File: config.mk
export PLATFORM = sky130hd
export DESIGN_NAME = mmio_io_controller
export DESIGN_NICKNAME = d
export VERILOG_FILES = /design/src/rtl/io_map_pkg.sv /design/src/rtl/mmio_io_controller_btn_debounce.sv /design/src/rtl/mmio_io_controller.sv
export SDC_FILE = /design/constraint.sdc
export NUM_CORES = 1
export LEC_CHECK = 0
export BUFFER_PORTS_ARGS = -buffer_cell sky130_fd_sc_hd__buf_4
export CORE_MARGIN = 2
export CORE_UTILIZATION = 55
export DETAILED_ROUTE_END_ITERATION = 12
export PLACE_DENSITY = 0.83
export SLEW_MARGIN = 25
export SYNTH_ARGS = -nofsm -noshare
export SYNTH_HDL_FRONTEND = slang
export SYNTH_SLANG_ARGS = --single-unit
File: constraint.sdc
create_clock -name clock -period 3.6 [get_ports clock]
set_clock_uncertainty 0.1 [all_clocks]
set_input_delay 0.54 -clock clock [delete_from_list [all_inputs] [get_ports clock]]
set_output_delay 0.54 -clock clock [all_outputs]
set_load 0.03 [all_outputs]
File: src/rtl/io_map_pkg.sv
// Address map and timer state encoding shared by the MMIO I/O controller and its bench.
package io_map_pkg;

  localparam logic [31:0] ADDR_BTN      = 32'd1000;
  localparam logic [31:0] ADDR_EDGE     = 32'd1001;
  localparam logic [31:0] ADDR_RAND     = 32'd2000;
  localparam logic [31:0] ADDR_TONE     = 32'd3000;
  localparam logic [31:0] ADDR_TONE_DUR = 32'd3001;
  localparam logic [31:0] ADDR_LED      = 32'd3002;

  typedef enum logic {
    IDLE = 1'b0,
    RUN  = 1'b1
  } timer_state_e;

endpackage

File: src/rtl/mmio_io_controller_btn_debounce.sv
// One button channel: 2-flop synchroniser, stability counter, debounced level and a
// combinational pulse that is high on the edge where the level goes 0->1.
module btn_debounce #(
  parameter int DEBOUNCE_CYCLES = 250000
) (
  input  logic clock,
  input  logic reset,
  input  logic raw_i,
  output logic level_o,
  output logic rise_o
);

  localparam int CW = (DEBOUNCE_CYCLES > 1) ? $clog2(DEBOUNCE_CYCLES) : 1;
  localparam logic [CW-1:0] CNT_MAX = CW'(DEBOUNCE_CYCLES - 1);

  logic          sync1_q, sync2_q;
  logic          level_q, level_d;
  logic [CW-1:0] cnt_q, cnt_d;

  // The counter only runs while the synchronised input disagrees with the level.
  always_comb begin
    level_d = level_q;
    cnt_d   = '0;
    if (sync2_q != level_q) begin
      if (cnt_q == CNT_MAX) begin
        level_d = ~level_q;
      end else begin
        cnt_d = cnt_q + 1'b1;
      end
    end
  end

  always_ff @(posedge clock) begin
    if (reset) begin
      sync1_q <= 1'b0;
      sync2_q <= 1'b0;
      level_q <= 1'b0;
      cnt_q   <= '0;
    end else begin
      sync1_q <= raw_i;
      sync2_q <= sync1_q;
      level_q <= level_d;
      cnt_q   <= cnt_d;
    end
  end

  assign level_o = level_q;
  assign rise_o  = level_d & ~level_q;

endmodule

File: src/rtl/mmio_io_controller.sv
// Memory-mapped board I/O: debounced buttons with sticky edge flags, LED register,
// tone register with self-expiring duration timer, and the processor read-data mux.
module mmio_io_controller #(
  parameter int          N_BTN           = 4,
  parameter int          DEBOUNCE_CYCLES = 250000,
  parameter int          LED_WIDTH       = 15,
  parameter int          TONE_WIDTH      = 4,
  parameter int          RAND_WIDTH      = 4,
  parameter int          DUR_WIDTH       = 24,
  parameter logic [31:0] ADDR_BTN        = io_map_pkg::ADDR_BTN,
  parameter logic [31:0] ADDR_EDGE       = io_map_pkg::ADDR_EDGE,
  parameter logic [31:0] ADDR_RAND       = io_map_pkg::ADDR_RAND,
  parameter logic [31:0] ADDR_TONE       = io_map_pkg::ADDR_TONE,
  parameter logic [31:0] ADDR_TONE_DUR   = io_map_pkg::ADDR_TONE_DUR,
  parameter logic [31:0] ADDR_LED        = io_map_pkg::ADDR_LED
) (
  input  logic                  clock,
  input  logic                  reset,
  input  logic [N_BTN-1:0]      btn_raw,
  input  logic [31:0]           mem_addr,
  input  logic                  mem_wren,
  input  logic                  mem_rden,
  input  logic [31:0]           mem_wdata,
  input  logic [31:0]           ram_rdata,
  input  logic [RAND_WIDTH-1:0] rand_in,
  output logic [31:0]           cpu_rdata,
  output logic [N_BTN-1:0]      btn_level,
  output logic [LED_WIDTH-1:0]  led_out,
  output logic [TONE_WIDTH-1:0] tone_out,
  output logic                  audio_en,
  output logic                  tone_busy
);

  import io_map_pkg::*;

  logic [N_BTN-1:0]      level, rise;
  logic [N_BTN-1:0]      edge_q, edge_d;
  logic [LED_WIDTH-1:0]  led_q;
  logic [TONE_WIDTH-1:0] tone_q;
  logic                  audio_q, busy_q;
  logic [DUR_WIDTH-1:0]  cnt_q;
  logic [DUR_WIDTH-1:0]  durVal;
  timer_state_e          state_q;
  logic                  readEdge, toneWr, durWr, ledWr;

  for (genvar i = 0; i < N_BTN; i++) begin : g_btn
    btn_debounce #(
      .DEBOUNCE_CYCLES(DEBOUNCE_CYCLES)
    ) u_debounce (
      .clock  (clock),
      .reset  (reset),
      .raw_i  (btn_raw[i]),
      .level_o(level[i]),
      .rise_o (rise[i])
    );
  end

  assign readEdge = mem_rden && (mem_addr == ADDR_EDGE);
  assign toneWr   = mem_wren && (mem_addr == ADDR_TONE);
  assign durWr    = mem_wren && (mem_addr == ADDR_TONE_DUR);
  assign ledWr    = mem_wren && (mem_addr == ADDR_LED);
  assign durVal   = mem_wdata[DUR_WIDTH-1:0];

  // A read only clears flags it returned; a rise on the same edge still sets its flag.
  always_comb begin
    edge_d = (readEdge ? '0 : edge_q) | rise;
  end

  always_comb begin
    if (mem_addr == ADDR_BTN) begin
      cpu_rdata = 32'(level);
    end else if (mem_addr == ADDR_EDGE) begin
      cpu_rdata = 32'(edge_q);
    end else if (mem_addr == ADDR_RAND) begin
      cpu_rdata = 32'(rand_in);
    end else begin
      cpu_rdata = ram_rdata;
    end
  end

  always_ff @(posedge clock) begin
    if (reset) begin
      edge_q <= '0;
      led_q  <= '0;
    end else begin
      edge_q <= edge_d;
      if (ledWr) begin
        led_q <= mem_wdata[LED_WIDTH-1:0];
      end
    end
  end

  // Timer FSM; a tone store on the expiry edge keeps the new tone.
  always_ff @(posedge clock) begin
    if (reset) begin
      state_q <= IDLE;
      cnt_q   <= '0;
      tone_q  <= '0;
      audio_q <= 1'b0;
      busy_q  <= 1'b0;
    end else begin
      if (toneWr) begin
        tone_q  <= mem_wdata[TONE_WIDTH-1:0];
        audio_q <= |mem_wdata;
      end
      if (durWr) begin
        cnt_q   <= durVal;
        busy_q  <= (durVal != '0);
        state_q <= (durVal != '0) ? RUN : IDLE;
      end else if (state_q == RUN) begin
        if (cnt_q == DUR_WIDTH'(1)) begin
          cnt_q   <= '0;
          busy_q  <= 1'b0;
          state_q <= IDLE;
          if (!toneWr) begin
            tone_q  <= '0;
            audio_q <= 1'b0;
          end
        end else begin
          cnt_q <= cnt_q - 1'b1;
        end
      end
    end
  end

  assign btn_level = level;
  assign led_out   = led_q;
  assign tone_out  = tone_q;
  assign audio_en  = audio_q;
  assign tone_busy = busy_q;

endmodule

Word level (Yosys, flattened, before mapping)
Index checks and enable logic that the tools add are counted.
- flip-flop bits (word level): 134
- bits of input ports: 108
- $add $sub $neg: 5
- equal/unequal tests: 15
- multiplexer cells: 32
- bitwise operators: 13
- reduce and logical (&&, ||, !) cells: 13
- operator list (operator ; count):
    $eq A32 B12 Y1 const B ; 3
    $mux W32 ; 3
    $add A18 B1 Y18 const B ; 4
    $eq A18 B18 Y1 const B ; 4
    $mux W24 ; 3
    $eq A32 B10 Y1 const B ; 2
    $eq A32 B11 Y1 const B ; 1
    $reduce_or A32 Y1 ; 1
    $eq A24 B1 Y1 const B ; 1
    $mux W4 ; 6
    $reduce_bool A24 Y1 ; 1
    $sub A24 B1 Y24 const B ; 1
    $mux W1 ; 20
    $reduce_or A3 Y1 ; 4
    $not A1 Y1 ; 8
    $and A1 B1 Y1 ; 4
    $logic_and A1 B1 Y1 ; 4
    $ne A1 B1 Y1 ; 4
    $or A4 B4 Y4 ; 1
    $reduce_bool A2 Y1 ; 2
    $reduce_and A2 Y1 ; 1

Longest topological paths before layout
- depth in word-level cells: 7
- gate-level depth with buffers: 9

Hierarchy
A second synthesis with hierarchy kept.
- cell total of the unflattened synthesis: 803
- area, all modules: 6874.1 sq um
- modules (own cells, without submodules) (module ; instances ; cells each ; area an instance (sq um)):
    btn_debounce ; 4 ; 104 ; 950.9
    mmio_io_controller ; 1 ; 387 ; 3070.4

Least setup slack after synthesis
No wires, ideal clock.
- path type: input port to output port
- start: input port mem_addr[13]
- end: output port cpu_rdata[0]
- data arrival time: 2522 ps
- data required time: 2960 ps
- path slack: 438 ps
- stages on the path: 6
- path buffers: 0
- cells stage by stage: nor4_2 > nand4_1 > nor4_1 > a31o_2 > a21oi_1 > o21ai_0
- longest elaborated chain between the ends: 4
- RTL lines (what ; line ; RTL):
    start: declaration ; mmio_io_controller.sv:20 ; input logic [31:0] mem_addr,
    $eq A32 B11 Y1 ; mmio_io_controller.sv:74 ; end else if (mem_addr == ADDR_RAND) begin
    $mux W32 ; mmio_io_controller.sv:74 ;
    $mux W32 ; mmio_io_controller.sv:72 ; end else if (mem_addr == ADDR_EDGE) begin
    $mux W32 * ; mmio_io_controller.sv:70 ; if (mem_addr == ADDR_BTN) begin
    end: declaration ; mmio_io_controller.sv:26 ; output logic [31:0] cpu_rdata,
Mark *: on every way between the ends. The rest lies on a longest branch, timed or not.

Final worst setup path
- start: input port mem_addr[13]
- end: output port cpu_rdata[3]
Same word-level chain as after synthesis.

==> impl_metrics.csv <==
group,metric,value,unit
sta,worst_slew_pin_slew,734.1,ps
floorplanning,io_pins,165,
floorplanning,dieHeight,114.0,um
global_route,antenna_found_initial,0,
synth,synthCells,794,
route,wl_per_cell,14.86,um
floorplanning,rows,40,
route,finalWirelength,16.42,mm
cts,postCtsSetupBuffers,0,
cts,cts_sinks,134,
global_route,grt_pass1_vias,5901,
global_route,grt_usage,0.2559,
worst_setup_path,required,2960,ps
power_and_ir_drop,p_leak,3.264,nW
cts,cts-resized-gates,0,
sta,timing.final.ws_setup,193.3,ps
worst_setup_path,r2r_slack,920,ps
worst_setup_path,setup.worst_path.end_class,"output port",
route,post-route-drc-count,0,
final_layout,fillerInstances,904,
hold_path,worstHoldEndpoint,"g_btn[3].u_debounce.sync1_q",
hold_path,hold_class,"in -> reg",
outcome,status,"finished, final reports clean",
synth,syn-num-nets,908,
sta,period_share,0.9463,
synth,ys.flop_type,"dfxtp_1",
cts,cts_buffers,17,
synth,syn_avg_cell_area,8.380,um2
route,drtIter0Drc,423,
cts,post_cts_hold_buffer_count,0,
floorplanning,dieArea,12990,um2
sta,grt_setup_unrepaired,"no",
final_layout,layout.nets,1059,
final_layout,drive_gt1_frac,0.2380,
final_layout,multiInputGateArea,3722,um2
worst_setup_path,critPathArrivalTime,2770,ps
worst_setup_path,cp_max_fo,6,
global_route,grt_pass1_wl,27.07,mm
run,drv_cap,0,
floorplanning,core-area,11910,um2
final_layout,finalCoreUtilization,0.7250,
final_layout,antennaDiodeCount,0,
placement,post-place-ws,296.1,ps
placement,io_buffers,164,
route,first_pass_iters,5,
sta,slew_viol_final,0,
hold_path,hold_depth,2,
worst_setup_path,reg2reg_depth,7,
power_and_ir_drop,ir_drop,0.0003620,V
sta,slew_headroom,0.5106,
worst_setup_path,reg2reg_from,"cnt_q[12]",
placement,dp_hpwl,11.36,mm
hold_path,hold_start,"btn_raw[3]",
floorplanning,fp.dieW,114.0,um
cts,htreeDepth,4,
synth,postSynthRegisterBits,134,
global_route,grt_max_degree,53,
route,vias_per_cell,5.633,
final_layout,regArea,2683,um2
sta,max_freq,0.2935,GHz
synth,ys_warn_count,0,
final_layout,layout-area-overhead-vs-synth,29.79,%
cts,cts_tree,"built",
power_and_ir_drop,p_per_area,428.8,nW/um2
global_route,grt_remaining_overflow,0,
worst_setup_path,r2r-end,"cnt_q[14]",
worst_setup_path,start_kind,"input pin",
synth,yosys.area.top_type_share,0.4032,
sta,setup_violations,0,
synth,synth.yosys.seq_area_share,0.4032,
placement,post_dp_cell_area,7955,um2
cts,clkLatencyLatePin,410,ps
placement,gp_congestion,0.8554,
power_and_ir_drop,finalPower,0.003703,W
cts,root_buffer,"clkbuf_16",
floorplanning,initial_core_util,0.5586,
cts,cts_max_path_buffers,2,
sta,fin_crit,3407,ps
final_layout,final_area,8636,um2
route,postRouteAntennaNets,0,
cts,path_clk_slew,60,ps
synth,yosysTopAreaCell,"dfxtp_1",
synth,synth_cell_types,46,
route,num_vias,6224,
synth,synth-edff-count,0,
worst_setup_path,path_class,"in -> out",
synth,ys_top_cells_by_area,"dfxtp_1 (40%), nor2_1 (7.4%), xor2_1 (6.6%), xnor2_1 (4.6%), nand2_1 (4.0%)",
sta,fin_tns_setup,0,ps
synth,async_flop_share,0,
synth,syn_area,6654,um2
sta,hold_violations,0,
layout by cell type, fill, tap and decap left out, drive strengths merged, types with 6 or more instances in the layout:
cell type  count
inv           18
nor4          28
or3           11
a21oi         27
ha             6
and3          15
a221oi        23
nand2b         8
xnor2         35
nor2b         10
nor4b          6
nor3          15
nor2         132
nor3b         30
buf          173
clkbuf        20
nand3         34
bufinv         6
nand4         19
and2          31
nand3b         7
dfxtp        134
nand2         71
o21ai          9
xor2          50
cells in the mapped netlist (4+ instances only):
master	instances
a221oi_1	13
a31o_2	4
xor2_1	50
nor4b_1	6
or3_1	11
inv_1	18
a221oi_2	10
or4_1	5
o32ai_1	5
clkbuf_1	27
nand3b_1	7
nand3_1	34
nand4_1	19
dfxtp_1	134
nor3b_1	30
buf_2	8
nor3_1	14
o21ai_0	7
ha_1	6
and3_1	15
nor2b_1	10
buf_4	4
mux2i_1	4
xnor2_1	35
nor4_2	4
nand2_1	71
nand2b_1	8
nor2_1	132
nor4_1	22
a2111oi_0	4
and2_1	31
a21oi_1	27
critical path, stage by stage:
cell and delay, ps:
buf_4 110, nor4_2 410, nand4_1 320, nor4_1 620, a31o_2 200, a21oi_1 40, o21ai_0 290, buf_4 230
power by group:
| group | total [W] | internal, W | switching (W) |
|---|---|---|---|
| logic | 0.000231 | 0.000118 | 0.000113 |
| clock network | 0.00198 | 0.00134 | 0.000644 |
| registers | 0.00149 | 0.00149 | 0.00000346 |
flip-flops by register name, summed over array words and instances (netlist names), 4 cells and up:
| name | count |
|---|---|
| cnt_q | 24 |
| edge_q | 4 |
| g_btn.u_debounce.level_o | 4 |
| g_btn.u_debounce.sync2_q | 4 |
| g_btn.u_debounce.sync1_q | 4 |
| led_out | 15 |
| g_btn.u_debounce.cnt_q | 72 |
| tone_out | 4 |
how the worst max path moves through the flow:
stage                     cells after the start      endpoint          from
after detailed placement                      8  cpu_rdata[2]  mem_addr[13]
final                                         8  cpu_rdata[3]  mem_addr[13]
after CTS                                     8  cpu_rdata[2]  mem_addr[13]
after floorplan                               6  cpu_rdata[0]  mem_addr[13]
after global placement                        8  cpu_rdata[0]  mem_addr[13]
after global routing                          8  cpu_rdata[0]  mem_addr[13]
through the flow:
step,hold slack (ps),instances
6_report,235.1,1105
5_1_grt,239.3,1105
4_1_cts,227.5,1105
3_5_place_dp,331.8,1073
3_3_place_gp,324.5,1073
2_1_floorplan,313.0,794
final cells by class:
cell class	instances	share of cell area
inverter	18	0.007824
clock buffer	20	0.05288
timing repair buffer	173	0.1504
multi-input combinational	601	0.4310
clock inverter	12	0.02593
tap	147	0.02130
sequential	134	0.3106
metal layers:
| layer | global-route usage | routed length, um | vias to the layer above |
|---|---|---|---|
| met5 | 0 | 0 | - |
| met4 | 0.08943 | 263 | 0 |
| met3 | 0.05473 | 929 | 23 |
| met2 | 0.4440 | 8062 | 194 |
| met1 | 0.3142 | 7161 | 2942 |
| li1 | - | - | 3065 |
cell families (layout without fill, tap and decap cells):
family / after synthesis / in the layout / synth area share
AOI/OAI and AO/OA: 77 / 77 / 0.09007
buffers and inverters: 59 / 223 / 0.03817
DFF: 134 / 134 / 0.4032
and+or+nand+nor: 429 / 429 / 0.3394
xor gates and xnor gates: 85 / 85 / 0.1119
muxes: 4 / 4 / 0.006018
adders and majority gates: 6 / 6 / 0.01128
(Power assumes the default switching activity.)
